## src/rtl/pc_gen_if.sv

```systemverilog
// Fetch request bus between the PC generator and instruction memory.
// Carries the group PC, its valid lanes, the AdEL flag and the valid/ready pair.
// The generator drives the request and memory returns ready.
interface pc_gen_if #(
    parameter int ADDR_W  = 32,
    parameter int FETCH_N = 1
);
    logic               req_valid;
    logic               req_ready;
    logic [ADDR_W-1:0]  pc;
    logic [FETCH_N-1:0] lane_mask;
    logic               excp_adel;

    modport master (
        output req_valid,
        output pc,
        output lane_mask,
        output excp_adel,
        input  req_ready
    );

    modport slave (
        input  req_valid,
        input  pc,
        input  lane_mask,
        input  excp_adel,
        output req_ready
    );
endinterface

```

## src/rtl/pc_gen.sv

```systemverilog
// Fetch-address generator: holds fetch PC, issues aligned group requests, applies flush/branch redirects.
// Latency: redirect or accepted request in cycle n is reflected on pc in cycle n+1; first request right after reset.
// Backpressure: pc holds while stalled or not accepted; a branch seen under stall is buffered until stall drops.
module pc_gen #(
    parameter int          ADDR_W   = 32,
    parameter logic [31:0] RESET_PC = 32'hBFC0_0000,
    parameter int          FETCH_N  = 1
) (
    input  logic              clk,
    input  logic              rst,
    input  logic              i_stall,
    input  logic              i_flush,
    input  logic [ADDR_W-1:0] i_flush_pc,
    input  logic              i_br_valid,
    input  logic [ADDR_W-1:0] i_br_target,
    output logic              o_redir_pend,
    pc_gen_if.master          m_fetch
);
    // Fetch group size in bytes and lanes-index width.
    localparam int L = $clog2(FETCH_N);
    localparam int G = FETCH_N * 4;

    logic [ADDR_W-1:0]  r_pc;
    logic               r_pend_vld;
    logic [ADDR_W-1:0]  r_pend_addr;

    logic               w_adel;
    logic               w_req_vld;
    logic               w_accept;
    logic [ADDR_W-1:0]  w_seq_next;
    logic [FETCH_N-1:0] w_lane_mask;

    // Request is withheld on a misaligned PC and while a buffered redirect makes the PC stale.
    assign w_adel     = (r_pc[1:0] != 2'b00);
    assign w_req_vld  = !w_adel && !r_pend_vld;
    assign w_accept   = w_req_vld && m_fetch.req_ready && !i_stall;
    // Next group starts at the following G-aligned address; natural ADDR_W wrap.
    assign w_seq_next = (r_pc & ~ADDR_W'(G - 1)) + ADDR_W'(G);

    generate
        if (FETCH_N == 1) begin : g_single
            assign w_lane_mask = 1'b1;
        end else begin : g_multi
            logic [L-1:0] w_lane_idx;
            assign w_lane_idx = r_pc[L+1:2];
            // Lanes before the entry word of the group are not part of this fetch.
            always_comb begin
                w_lane_mask = '0;
                for (int i = 0; i < FETCH_N; i++) begin
                    w_lane_mask[i] = (i >= int'(w_lane_idx));
                end
            end
        end
    endgenerate

    // PC / pending-redirect update in fixed priority: flush, branch, buffered branch, pending, sequential.
    always_ff @(posedge clk or posedge rst) begin
        if (rst) begin
            r_pc        <= ADDR_W'(RESET_PC);
            r_pend_vld  <= 1'b0;
            r_pend_addr <= '0;
        end else if (i_flush) begin
            r_pc       <= i_flush_pc;
            r_pend_vld <= 1'b0;
        end else if (i_br_valid && !i_stall) begin
            r_pc       <= i_br_target;
            r_pend_vld <= 1'b0;
        end else if (i_br_valid && i_stall) begin
            r_pend_addr <= i_br_target;
            r_pend_vld  <= 1'b1;
        end else if (r_pend_vld && !i_stall) begin
            r_pc       <= r_pend_addr;
            r_pend_vld <= 1'b0;
        end else if (w_accept) begin
            r_pc <= w_seq_next;
        end
    end

    assign m_fetch.req_valid = w_req_vld;
    assign m_fetch.pc        = r_pc;
    assign m_fetch.lane_mask = w_lane_mask;
    assign m_fetch.excp_adel = w_adel;
    assign o_redir_pend      = r_pend_vld;
endmodule

```

## src/flat_wrapper.sv

```systemverilog
// flat-port wrapper written by rule: the top's interface ports become plain ports
module pc_gen_flat 
#(
    parameter int          ADDR_W   = 32,
    parameter logic [31:0] RESET_PC = 32'hBFC0_0000,
    parameter int          FETCH_N  = 1
)
  (clk, rst, i_stall, i_flush, i_flush_pc, i_br_valid, i_br_target, o_redir_pend, m_fetch_req_valid, m_fetch_pc, m_fetch_lane_mask, m_fetch_excp_adel, m_fetch_req_ready);
  pc_gen_if #(.ADDR_W(ADDR_W), .FETCH_N(FETCH_N)) m_fetch_i ();
  input  logic clk;
  input  logic rst;
  input  logic i_stall;
  input  logic i_flush;
  input  logic [ADDR_W-1:0] i_flush_pc;
  input  logic i_br_valid;
  input  logic [ADDR_W-1:0] i_br_target;
  output logic o_redir_pend;
  output wire logic [$bits(m_fetch_i.req_valid)-1:0] m_fetch_req_valid;
  output wire logic [$bits(m_fetch_i.pc)-1:0] m_fetch_pc;
  output wire logic [$bits(m_fetch_i.lane_mask)-1:0] m_fetch_lane_mask;
  output wire logic [$bits(m_fetch_i.excp_adel)-1:0] m_fetch_excp_adel;
  input wire logic [$bits(m_fetch_i.req_ready)-1:0] m_fetch_req_ready;
  assign m_fetch_req_valid = m_fetch_i.req_valid;
  assign m_fetch_pc = m_fetch_i.pc;
  assign m_fetch_lane_mask = m_fetch_i.lane_mask;
  assign m_fetch_excp_adel = m_fetch_i.excp_adel;
  assign m_fetch_i.req_ready = m_fetch_req_ready;
  pc_gen #(.ADDR_W(ADDR_W), .RESET_PC(RESET_PC), .FETCH_N(FETCH_N)) u_core (.clk(clk), .rst(rst), .i_stall(i_stall), .i_flush(i_flush), .i_flush_pc(i_flush_pc), .i_br_valid(i_br_valid), .i_br_target(i_br_target), .o_redir_pend(o_redir_pend), .m_fetch(m_fetch_i));
endmodule
```

## config.mk

```make
export PLATFORM = sky130hd
export DESIGN_NAME = pc_gen_flat
export DESIGN_NICKNAME = d
export VERILOG_FILES = /design/src/rtl/pc_gen_if.sv /design/src/rtl/pc_gen.sv /design/src/flat_wrapper.sv
export SDC_FILE = /design/constraint.sdc
export NUM_CORES = 1
export LEC_CHECK = 0
export ABC_AREA = 0
export CAP_MARGIN = 20
export CORE_MARGIN = 5
export CORE_UTILIZATION = 53
export CTS_CLUSTER_DIAMETER = 50
export DETAILED_ROUTE_END_ITERATION = 8
export PLACE_DENSITY = 0.86
export RECOVER_POWER = 25
export SYNTH_ARGS = -nofsm -noshare
export SYNTH_HDL_FRONTEND = slang
export SYNTH_SLANG_ARGS = --single-unit
```

## constraint.sdc

```tcl
create_clock -name clk -period 3.1 [get_ports clk]
set_input_delay 0.31 -clock clk [delete_from_list [all_inputs] [get_ports clk]]
set_output_delay 0.31 -clock clk [all_outputs]
set_load 0.005 [all_outputs]
```

* Word-level counts from Yosys, hierarchy flattened
Index checks and enable logic that the tools add are counted.
Storage, ports and cells: register bits 65, bits in latches 0, bits in writable memories 0, bits in read-only memories 0, input port bits 70, output and inout port bits 36, logic and storage cells 30, memories kept 0
Operators by class: add/subtract/negate cells 1, multipliers 0, div/mod/pow operators 0, order comparisons 0, eq/ne operators 1, shift operators 0, mux-type cells 9, bitwise gates (word level) 2, reductions and logical operators 14
Operator list (number):
- 2-to-1 mux 32 bit | 5
- adder 32 x 3 -> 32 bit (second input constant) | 1
- nonzero test 4 bit | 2
- logical AND 1 bit | 6
- 2-to-1 mux 1 bit | 4
- zero test 1 bit | 3
- inequality test 3 x 2 -> 1 bit (second input constant) | 1
- AND reduction 3 bit | 1
- inverter 1 bit | 2
- AND reduction 2 bit | 1
- nonzero test 2 bit | 1

* Depth between registers and ports, before layout
Gate-level depths: netlist of run 1.
word-level depth 10, mapped depth 8, depth with buffers taken out 6

* Worst setup path before layout of run 1
OpenSTA, ideal clock, no wires.
path type register to register, start register u_core.r_pc[7], in the netlist u_core.m_fetch.pc[7], end register u_core.r_pc[17], in the netlist u_core.m_fetch.pc[17], library setup time 129 ps, arrival time 1691 ps, required time 2971 ps, path slack 1279 ps, cell stages (with the launch flop) 7, buffers on the path 1, period minus slack after synthesis 1821 ps, path through dfrtp_1 > nand3_1 > buf_4 > or4_4 > o21a_1 > o311ai_1 > nand2_1
On the way: cells in the longest elaborated chain, start to end 6
RTL lines:
- start: declaration | RTL line pc_gen.sv:23 | logic [ADDR_W-1:0] r_pc;
- start signal: assignment | RTL line pc_gen.sv:59 | r_pc <= ADDR_W'(RESET_PC);
- start signal: assignment | RTL line pc_gen.sv:63 | r_pc <= i_flush_pc;
- start signal: assignment | RTL line pc_gen.sv:66 | r_pc <= i_br_target;
- adder 32 x 3 -> 32 bit | RTL line pc_gen.sv:38 | assign w_seq_next = (r_pc & ~ADDR_W'(G - 1)) + ADDR_W'(G);
- 2-to-1 mux 32 bit | RTL line pc_gen.sv:74 | end else if (w_accept) begin
- 2-to-1 mux 32 bit | RTL line pc_gen.sv:71 | end else if (r_pend_vld && !i_stall) begin
- 2-to-1 mux 32 bit | RTL line pc_gen.sv:68 | end else if (i_br_valid && i_stall) begin
- 2-to-1 mux 32 bit | RTL line pc_gen.sv:65 | end else if (i_br_valid && !i_stall) begin
- 2-to-1 mux 32 bit | RTL line pc_gen.sv:62 | end else if (i_flush) begin
Every way passes these cells. The select of a mux whose other input is x is not followed. A chain may end at the register's enable or synchronous reset.

* Worst setup path after layout of run 1
start input i_stall, end register u_core.r_pc[14], in the netlist u_core.m_fetch.pc[14]
On the way: cells in the longest elaborated chain, start to end 6, elaborated cells between the ends (all ways) 12, those cells by class eq/ne (1); mux (4); reduce/logical (7)
RTL lines:
- start: declaration | RTL line flat_wrapper.sv:12 | input logic i_stall;
- zero test 1 bit | RTL line pc_gen.sv:36, pc_gen.sv:65, pc_gen.sv:71
- logical AND 1 bit | RTL line pc_gen.sv:71
- 2-to-1 mux 32 bit | RTL line pc_gen.sv:71
- 2-to-1 mux 32 bit | RTL line pc_gen.sv:68
- 2-to-1 mux 32 bit | RTL line pc_gen.sv:65
- 2-to-1 mux 32 bit | RTL line pc_gen.sv:62
- end signal: assignment | RTL line pc_gen.sv:63
- end signal: assignment | RTL line pc_gen.sv:66
- end signal: assignment | RTL line pc_gen.sv:72 | r_pc <= r_pend_addr;
Several ways; a longest one is shown, not always the timed one. The select of a mux whose other input is x is not followed.

==> results list, run 1 <==
- The die is 96.9 um tall.
- Relative slew slack: -9.29%
- The worst setup path is launched from a primary input.
- In this run, CTS created clock tree buffers numbering 9.
- Area added between synthesis and finish: 33.1%
- Global-route wire length before repair: 20.6 mm
- At the end of routability-driven placement, the weighted congestion stood at a little under 0.9.
- The tree is rooted in a sky130_fd_sc_hd__clkbuf_8.
- At the later pin of the worst-skew pair, clock insertion delay measures 0.34 ns.
* Count of final hold-check violations: 0
- After legalization and detailed placement, the total HPWL measured 9.20 mm.
* Post-synth top flop: sky130_fd_sc_hd__dfrtp_1
* Worst voltage drop across the vdd grid: 341 uV
* Area of combinational cells with multiple inputs: 0.00217 sq mm
* First DRT Iteration DRCs: 451
- NumNets Final: 609
- Count of mapped cells out of synthesis: 435
* Worst hold path type: primary input to flop
* Worst hold path cell count: 2
- Clock transition at path regs: 0.07 ns
* Cell types with the highest counts after synthesis: sky130_fd_sc_hd__dfrtp_1, sky130_fd_sc_hd__nor2_1, sky130_fd_sc_hd__nand2_1
- # H-tree levels: 3
- Most instantiated library cell after synthesis: sky130_fd_sc_hd__dfrtp_1
* Syn. warnings: 0
- Footprint of the flip-flops and latches: about 0.0016 sq mm
- #FFs+latches synth: between 60 and 70
- Setup repair after global routing left no endpoint under its margin.
- Number of antenna cells inserted: 0
* Number of cells on the worst reg-to-reg path: 6
* Via/cell ratio: 6.44
- On the final layout, the worst clock skew is 0.00699 ns.
- Average footprint of a synthesized cell: 9.19 sq um
- Effective utilization at floorplan: between 50% and 60%
- Quantity of I/O buffers inserted on ports: 104
* Maximum fanout count along the critical path: 17
- The die is 96.9 um wide.
* Register area share after synthesis: between 40% and 50%
- Final number of setup-violating endpoints: 0
* Number of pins with negative max-slew slack in the final report: 66
- Worst Path Required: between 3 and 4 ns
- Detailed-router iteration count before antenna repair: 5
- Clock tree from TritonCTS: done
* Critical path class: primary input to flop
- Main area contributors after synthesis: sky130_fd_sc_hd__dfrtp_1, sky130_fd_sc_hd__mux2_2, sky130_fd_sc_hd__dfstp_2, sky130_fd_sc_hd__nor2_1, sky130_fd_sc_hd__nand2_1
* Via count of the first global-routing pass: 4050
- Across every metal layer, demand over resource in global routing totals between 20% and 30%.
- In this run the remaining antenna-violating nets after routing total 0.
- Endpoint kind of the worst setup timing path: flop
- WL per Instance: approximately 20 um
- CTS Hold Buffers Added: 0
- Net count of the mapped netlist: 506
- The worst path uses approximately 74% of the clock period.
- Cell taking the most area after synthesis: sky130_fd_sc_hd__dfrtp_1
- The clock passes through at most 2 buffers.
- Post-cts gate resize count: 0
- Final total negative setup slack: 0 ns
* Max Clock Freq: 434 MHz
- Endpoint arrival time on the critical path: about 2.5 ns
* Yosys top cell area share: a little over a third
- Pin count of the biggest net entering global routing: 66
* Power density over cell area: ~460 mW/mm^2
- Post-route design area: 0.00532 sq mm
- The die covers ~0.0094 sq mm.
- For this design the static power due to leakage is 2.11 nW.
* Number of unique standard cell types used by synthesis: 67
* IO Pins: 106
- For this run the aggregate overflow at the end of global routing stands at 0.
- In the routed design, unresolved DRC markers number 0.
- Summing internal, switching and leakage power gives 0.00243 W.
- CTS saw 65 sinks.
* Total number of placement rows: 31
* Std-Cell Core Area: 0.00729 sq mm
* Synthesized cell area: 0.00400 sq mm
- The final reports fail on max-capacitance violations, max-slew violations.
- For this block, the routed nets add up to 12.8 mm of wire.
- Counting flops with a built-in enable in the synthesized netlist gives 0.
* Worst slew pin tran: 1.64 ns
- The initial antenna violation count is 0.
* Placed instance area: slightly above 0.005 sq mm
- Detailed routing inserted a total of 4137 vias.
- Outcome: complete, but fails checks
* Fillcell total: 552
- Total setup buffers inserted after CTS: 0
- Cells with a size suffix above 1 make up between 10% and 20% of the layout.
- Max-capacitance violation count: 1
- Post-synthesis async set-or-reset flop share: 100%
- Shortest clock period the worst path allows after layout: 2.31 ns
==> layout make-up <==
cell class / count / share of cell area [%]
multi-input cells: 325 / 40.8
flip-flops and latches: 65 / 30.8
repair buffers: 122 / 22.0
clock buffers: 10 / 2.40
well taps: 99 / 2.33
inverters: 15 / 1.06
clock inverters: 6 / 0.658
==> metrics by stage <==
step           setup WS [ns]  hold slack, ns  std cells  util, %
2_1_floorplan           1.18           0.416        435        -
3_3_place_gp           0.577           0.464        626     71.0
5_1_grt                0.639           0.359        642     73.0
3_5_place_dp           0.477           0.471        626     71.0
4_1_cts                0.842           0.342        642     73.2
6_report               0.794           0.335        642     73.0
==> flip-flops by register name (all words and copies together), names as in the netlist <==
signal,count
u_core.m_fetch.pc,32
u_core.o_redir_pend,1
u_core.r_pend_addr,32
==> power by group <==
part | total [W] | internal [W] | switching [W]
Sequential | 0.00113 | 0.000992 | 0.000138
Combinational | 0.000666 | 0.000370 | 0.000296
Clock | 0.000635 | 0.000285 | 0.000351
Total | 0.00243 | 0.00165 | 0.000784
==> cell families after synthesis <==
| logic type | Yosys count | share of synthesized area, % |
|---|---|---|
| simple gates | 151 | 19.4 |
| flops | 65 | 41.0 |
| other cells | 1 | 0.0938 |
| mux | 34 | 9.48 |
| fa+ha+maj | 1 | 0.313 |
| xor+xnor | 14 | 3.07 |
| compound gates | 124 | 21.9 |
| buf+inv | 45 | 4.76 |
==> critical path: stages <==
cell	delay, ns
sky130_fd_sc_hd__clkdlybuf4s50_1	0.83
sky130_fd_sc_hd__nand2b_1	0.40
sky130_fd_sc_hd__nor2_1	0.22
sky130_fd_sc_hd__a221oi_1	0.35
sky130_fd_sc_hd__o31ai_1	0.15
sky130_fd_sc_hd__a32o_1	0.27
==> final timing paths <==
check                                       start                     end  slack (ns)
setup / recovery                          i_stall   u_core.m_fetch.pc[14]        0.79
hold / removal                            i_flush    u_core.m_fetch.pc[3]        0.34
min in group asynchronous                     rst    u_core.m_fetch.pc[3]        0.98
max in group asynchronous                     rst   u_core.m_fetch.pc[21]        1.15
hold reg to reg            u_core.r_pend_addr[25]  u_core.r_pend_addr[25]        0.49
setup reg to reg             u_core.m_fetch.pc[3]   u_core.m_fetch.pc[14]        0.82
==> per-layer routing <==
metal | routed length, um | global-route usage (%) | vias to the layer above
met5 | 0 | 0 | -
met4 | 246 | 9.18 | 0
met3 | 1210 | 5.54 | 30
met2 | 6130 | 43.3 | 279
met1 | 5190 | 36.2 | 1994
li1 | - | - | 1834
==> placed cells by master, fill, tap and decap left out, types with 4 or more instances in the layout <==
master	Yosys	final
sky130_fd_sc_hd__o21ai_0	17	17
sky130_fd_sc_hd__dfrtp_1	56	56
sky130_fd_sc_hd__buf_4	3	17
sky130_fd_sc_hd__inv_1	15	14
sky130_fd_sc_hd__a22oi_1	6	6
sky130_fd_sc_hd__nand4_1	10	10
sky130_fd_sc_hd__nand2_1	36	36
sky130_fd_sc_hd__clkdlybuf4s50_1	0	102
sky130_fd_sc_hd__nor2_1	39	39
sky130_fd_sc_hd__mux2_2	31	31
sky130_fd_sc_hd__xnor2_1	4	4
sky130_fd_sc_hd__a221oi_1	5	5
sky130_fd_sc_hd__nor3_1	13	13
sky130_fd_sc_hd__nand2b_1	8	8
sky130_fd_sc_hd__a221o_1	4	4
sky130_fd_sc_hd__a21oi_1	25	25
sky130_fd_sc_hd__clkbuf_8	0	9
sky130_fd_sc_hd__and4_1	4	4
sky130_fd_sc_hd__dfstp_2	9	9
sky130_fd_sc_hd__nand3_1	16	16
sky130_fd_sc_hd__and3_1	5	5
sky130_fd_sc_hd__a211oi_1	7	7
sky130_fd_sc_hd__clkinv_2	0	4
sky130_fd_sc_hd__a31oi_1	11	11
sky130_fd_sc_hd__xor2_1	10	10
sky130_fd_sc_hd__o22ai_1	8	8
No activity file was read; power rests on OpenSTA's default activity.
==> run 2, diff against run 1 <==
--- a/config.mk
+++ b/config.mk
@@ -8,10 +8,10 @@
 export ABC_AREA = 0
 export CAP_MARGIN = 20
 export CORE_MARGIN = 5
-export CORE_UTILIZATION = 53
+export CORE_UTILIZATION = 49
 export CTS_CLUSTER_DIAMETER = 50
 export DETAILED_ROUTE_END_ITERATION = 8
-export PLACE_DENSITY = 0.86
+export PLACE_DENSITY = 0.81
 export RECOVER_POWER = 25
 export SYNTH_ARGS = -nofsm -noshare
 export SYNTH_HDL_FRONTEND = slang
==> constraint.sdc (replaced) <==
create_clock -name clk -period 2.25 [get_ports clk]
set_input_delay 0.225 -clock clk [delete_from_list [all_inputs] [get_ports clk]]
set_output_delay 0.225 -clock clk [all_outputs]
set_load 0.005 [all_outputs]
==> results list, run 2 (synthesis results as in run 1) <==
- The global-route wire length before repair is 20.6 mm (about the same).
- The total CTS buffers came to 9 (unchanged).
- First DRT Iteration DRCs: 274 (was 451)
- Share of the clock period used by the worst path: between 90 and 100%
* Endpoint of the lowest-slack register-to-register path: u_core.m_fetch.pc[31] (was u_core.m_fetch.pc[14])
- The post-cts repair resize count came to 0 (unchanged).
* CTS Hold Buffers Added: 0 (unchanged)
- The longest individual stage delay on the worst path came to 0.47 ns (was 0.83 ns).
- The number of failing setup endpoints in the final timing report came to 0 (unchanged).
- Insertion delay of the later-clocked pin in the worst-skew pair: 0.34 ns (about the same)
- Root Driver: sky130_fd_sc_hd__clkbuf_8 (unchanged)
* Quantity of I/O buffers inserted on ports: 104 (unchanged)
- Remaining antenna violation count: 0 (unchanged)
- The final design utilization is 68.1% (was 73.0%).
- Detailed-router iteration count before antenna repair: 5 (unchanged)
* Leakage: 2.22 nW (was 2.11 nW)
* Number of pins with negative max-slew slack in the final report: 66 (unchanged)
- CP dominant cell by count: sky130_fd_sc_hd__nand4_1
- Worst hold path type: primary input to flop (unchanged)
- The via count of the first global-routing pass is 4033 (was 4050).
- Highest-count cells in the layout ignoring fill and taps: sky130_fd_sc_hd__clkdlybuf4s50_1, sky130_fd_sc_hd__dfrtp_1, sky130_fd_sc_hd__nor2_1 (unchanged)
- RSZ-0062 raised after global routing: no (unchanged)
* R2R Setup Slk: 0.13 ns (was 0.82 ns)
* Std-Cell Core Area: 0.00809 sq mm (was 0.00729 sq mm)
- Failing checks: max-capacitance violations, max-slew violations (unchanged).
- Area added between synthesis and finish: 37.8% (was 33.1%)
- The final worst setup slack came to 0.129 ns (was 0.794 ns).
* Maximum fanout count along the critical path: 11 (was 17)
* Cell-by-cell listing of the critical path: nand4_1, nor4_2, buf_4, nand4_1, mux2i_1, o41ai_1 (was clkdlybuf4s50_1, nand2b_1, nor2_1, a221oi_1, o31ai_1, a32o_1)
- The most common cell after layout, fill and taps aside was sky130_fd_sc_hd__clkdlybuf4s50_1 (unchanged).
* Worst hold path cell count: 2 (unchanged)
* Outcome: complete, but fails checks (unchanged)
- The total grt overflow is 0 (unchanged).
* Clock tree from TritonCTS: done (unchanged)
* Min-Delay Startpoint: i_flush (unchanged)
- The post-detailed-route via-to-cell ratio came to 6.15 (was 6.44).
- Die footprint: 0.0101 sq mm (was 0.00938 sq mm)
- The worst-case clock skew is 0.00678 ns (was 0.00699 ns).
- Effective utilization at floorplan: 49.4% (was 54.8%)
- The data arrival at the endpoint of the critical path is 2.35 ns (was 2.54 ns).
* Die width: 100 um (was 96.9 um)
- Clock transition at path regs: 0.07 ns (about the same)
* # H-tree levels: 3 (unchanged)
* Final total negative setup slack: 0 ns (unchanged)
- The standard-cell row count is 33 (was 31).
* Global-route total usage across every layer: 26.1% (was 27.0%)
- The post-CTS setup-driven buffer insertion count came to 0 (unchanged).
* Worst Setup Start Kind: flop (was primary input)
* Endpoint kind of the worst setup timing path: flop (unchanged)
- The category of cells accounting for the largest share of critical-path delay is simple AND/OR/NAND/NOR gates (was buffers and inverters).
* Count of final hold-check violations: 0 (unchanged)
- NumNets Final: 628 (was 609)
- The critical path buffer and inverter count came to 1 (unchanged).
* Final HPWL from detailed placement: 9.55 mm (was 9.20 mm)
- The worst slew margin relative to its limit was -7.01% (was -9.29%).
- The number of top-level pins is 106 (unchanged).
- The DRC violation count after routing came to 0 (unchanged).
- The total wirelength of the detailed-routed design came to 13.0 mm (was 12.8 mm).
* Number of antenna cells inserted: 0 (unchanged)
- Number of antenna violations at the first check in global routing: 0 (unchanged)
* Highest-delay cell along the critical path: sky130_fd_sc_hd__dfrtp_1 (was sky130_fd_sc_hd__clkdlybuf4s50_1)
- The total via count after detailed routing is 4101 (was 4137).
* Worst slew pin tran: 1.61 ns (was 1.64 ns)
- Worst Path Required: 2.48 ns (was 3.33 ns)
* Worst voltage drop across the vdd grid: 337 uV (was 341 uV)
- The fraction of layout cells with a size suffix above 1 is 18.9% (was 16.2%).
- Power density over cell area: 622 mW/mm^2 (was 457 mW/mm^2)
* Shortest clock period the worst path allows after layout: approximately 2.1 ns
- The max-capacitance violation count is 1 (unchanged).
* Final Wtd Congestion: 0.949 (was 0.883)
- Clock Tree Buf Depth: 2 (unchanged)
* Max Clock Freq: roughly 470 MHz
* Y dimension of the die: 100 um (was 96.9 um)
* Hold EP: u_core.o_redir_pend (was u_core.m_fetch.pc[3])
- The worst-case reg-to-reg path depth came to 6 (unchanged).
* WL per Instance: 19.5 um (was 19.9 um)
- TritonCTS sink count: 65 (unchanged)
* Pin count of the biggest net entering global routing: 66 (unchanged)
* Critical path class: flop to flop (was primary input to flop)
* Reg-to-reg startpoint: u_core.m_fetch.pc[20] (was u_core.m_fetch.pc[3])
* Pre-CTS WS: 0.0576 ns (was 0.477 ns)
run 2: cell types whose count changed in the layout (fill, tap and decap cells not counted), sizes merged:
cell,change
clkdlybuf4s50,+1
dlygate4sd3,-1
clkinvlp,-2
clkinv,-1
buf,+19
clkbuf,+3
run 2: worst max-delay path by stage:
stage,to,from,cells past startpoint,slack (ns)
floorplan,u_core.m_fetch.pc[0],rst,1,0.41
global placement,u_core.m_fetch.pc[31],m_fetch_req_ready,6,0.12
detailed placement,u_core.m_fetch.pc[31],m_fetch_req_ready,6,0.06
CTS,u_core.m_fetch.pc[31],u_core.m_fetch.pc[20],6,0.24
global route,u_core.m_fetch.pc[31],u_core.m_fetch.pc[20],6,0.1
finish,u_core.m_fetch.pc[31],u_core.m_fetch.pc[20],6,0.13
run 2: layer usage:
layer	share of wire [%]	up-vias	track usage, %
li1	-	1873	-
met3	8.0	26	4.93
met1	40	1986	33.9
met2	49	216	43.1
met5	0	-	0
met4	2.3	0	10.2
run 2: area by class of cell:
class	count	area, sq um
sequential	65	1640
inverter	15	56.3
tap	105	131
clock inverter	3	15.0
multi-input combinational	325	2170
fill	659	2580
timing repair buffer	141	1340
clock buffer	13	159
run 2: where the power goes:
group,switching [W],internal [W],total (W)
sequential,0.000182,0.00137,0.00155
clock,0.000457,0.000456,0.000913
combinational,0.000422,0.000543,0.000965
run 2: metrics by stage:
step / power, W / hold slack [ns] / instance area, sq um / std cells
2_1_floorplan: 0.00201 / 0.331 / 4000 / 435
3_3_place_gp: 0.00249 / 0.469 / 5350 / 651
3_5_place_dp: 0.00253 / 0.473 / 5350 / 651
4_1_cts: 0.00344 / 0.285 / 5520 / 667
5_1_grt: 0.00360 / 0.340 / 5510 / 667
6_report: 0.00343 / 0.317 / 5510 / 667
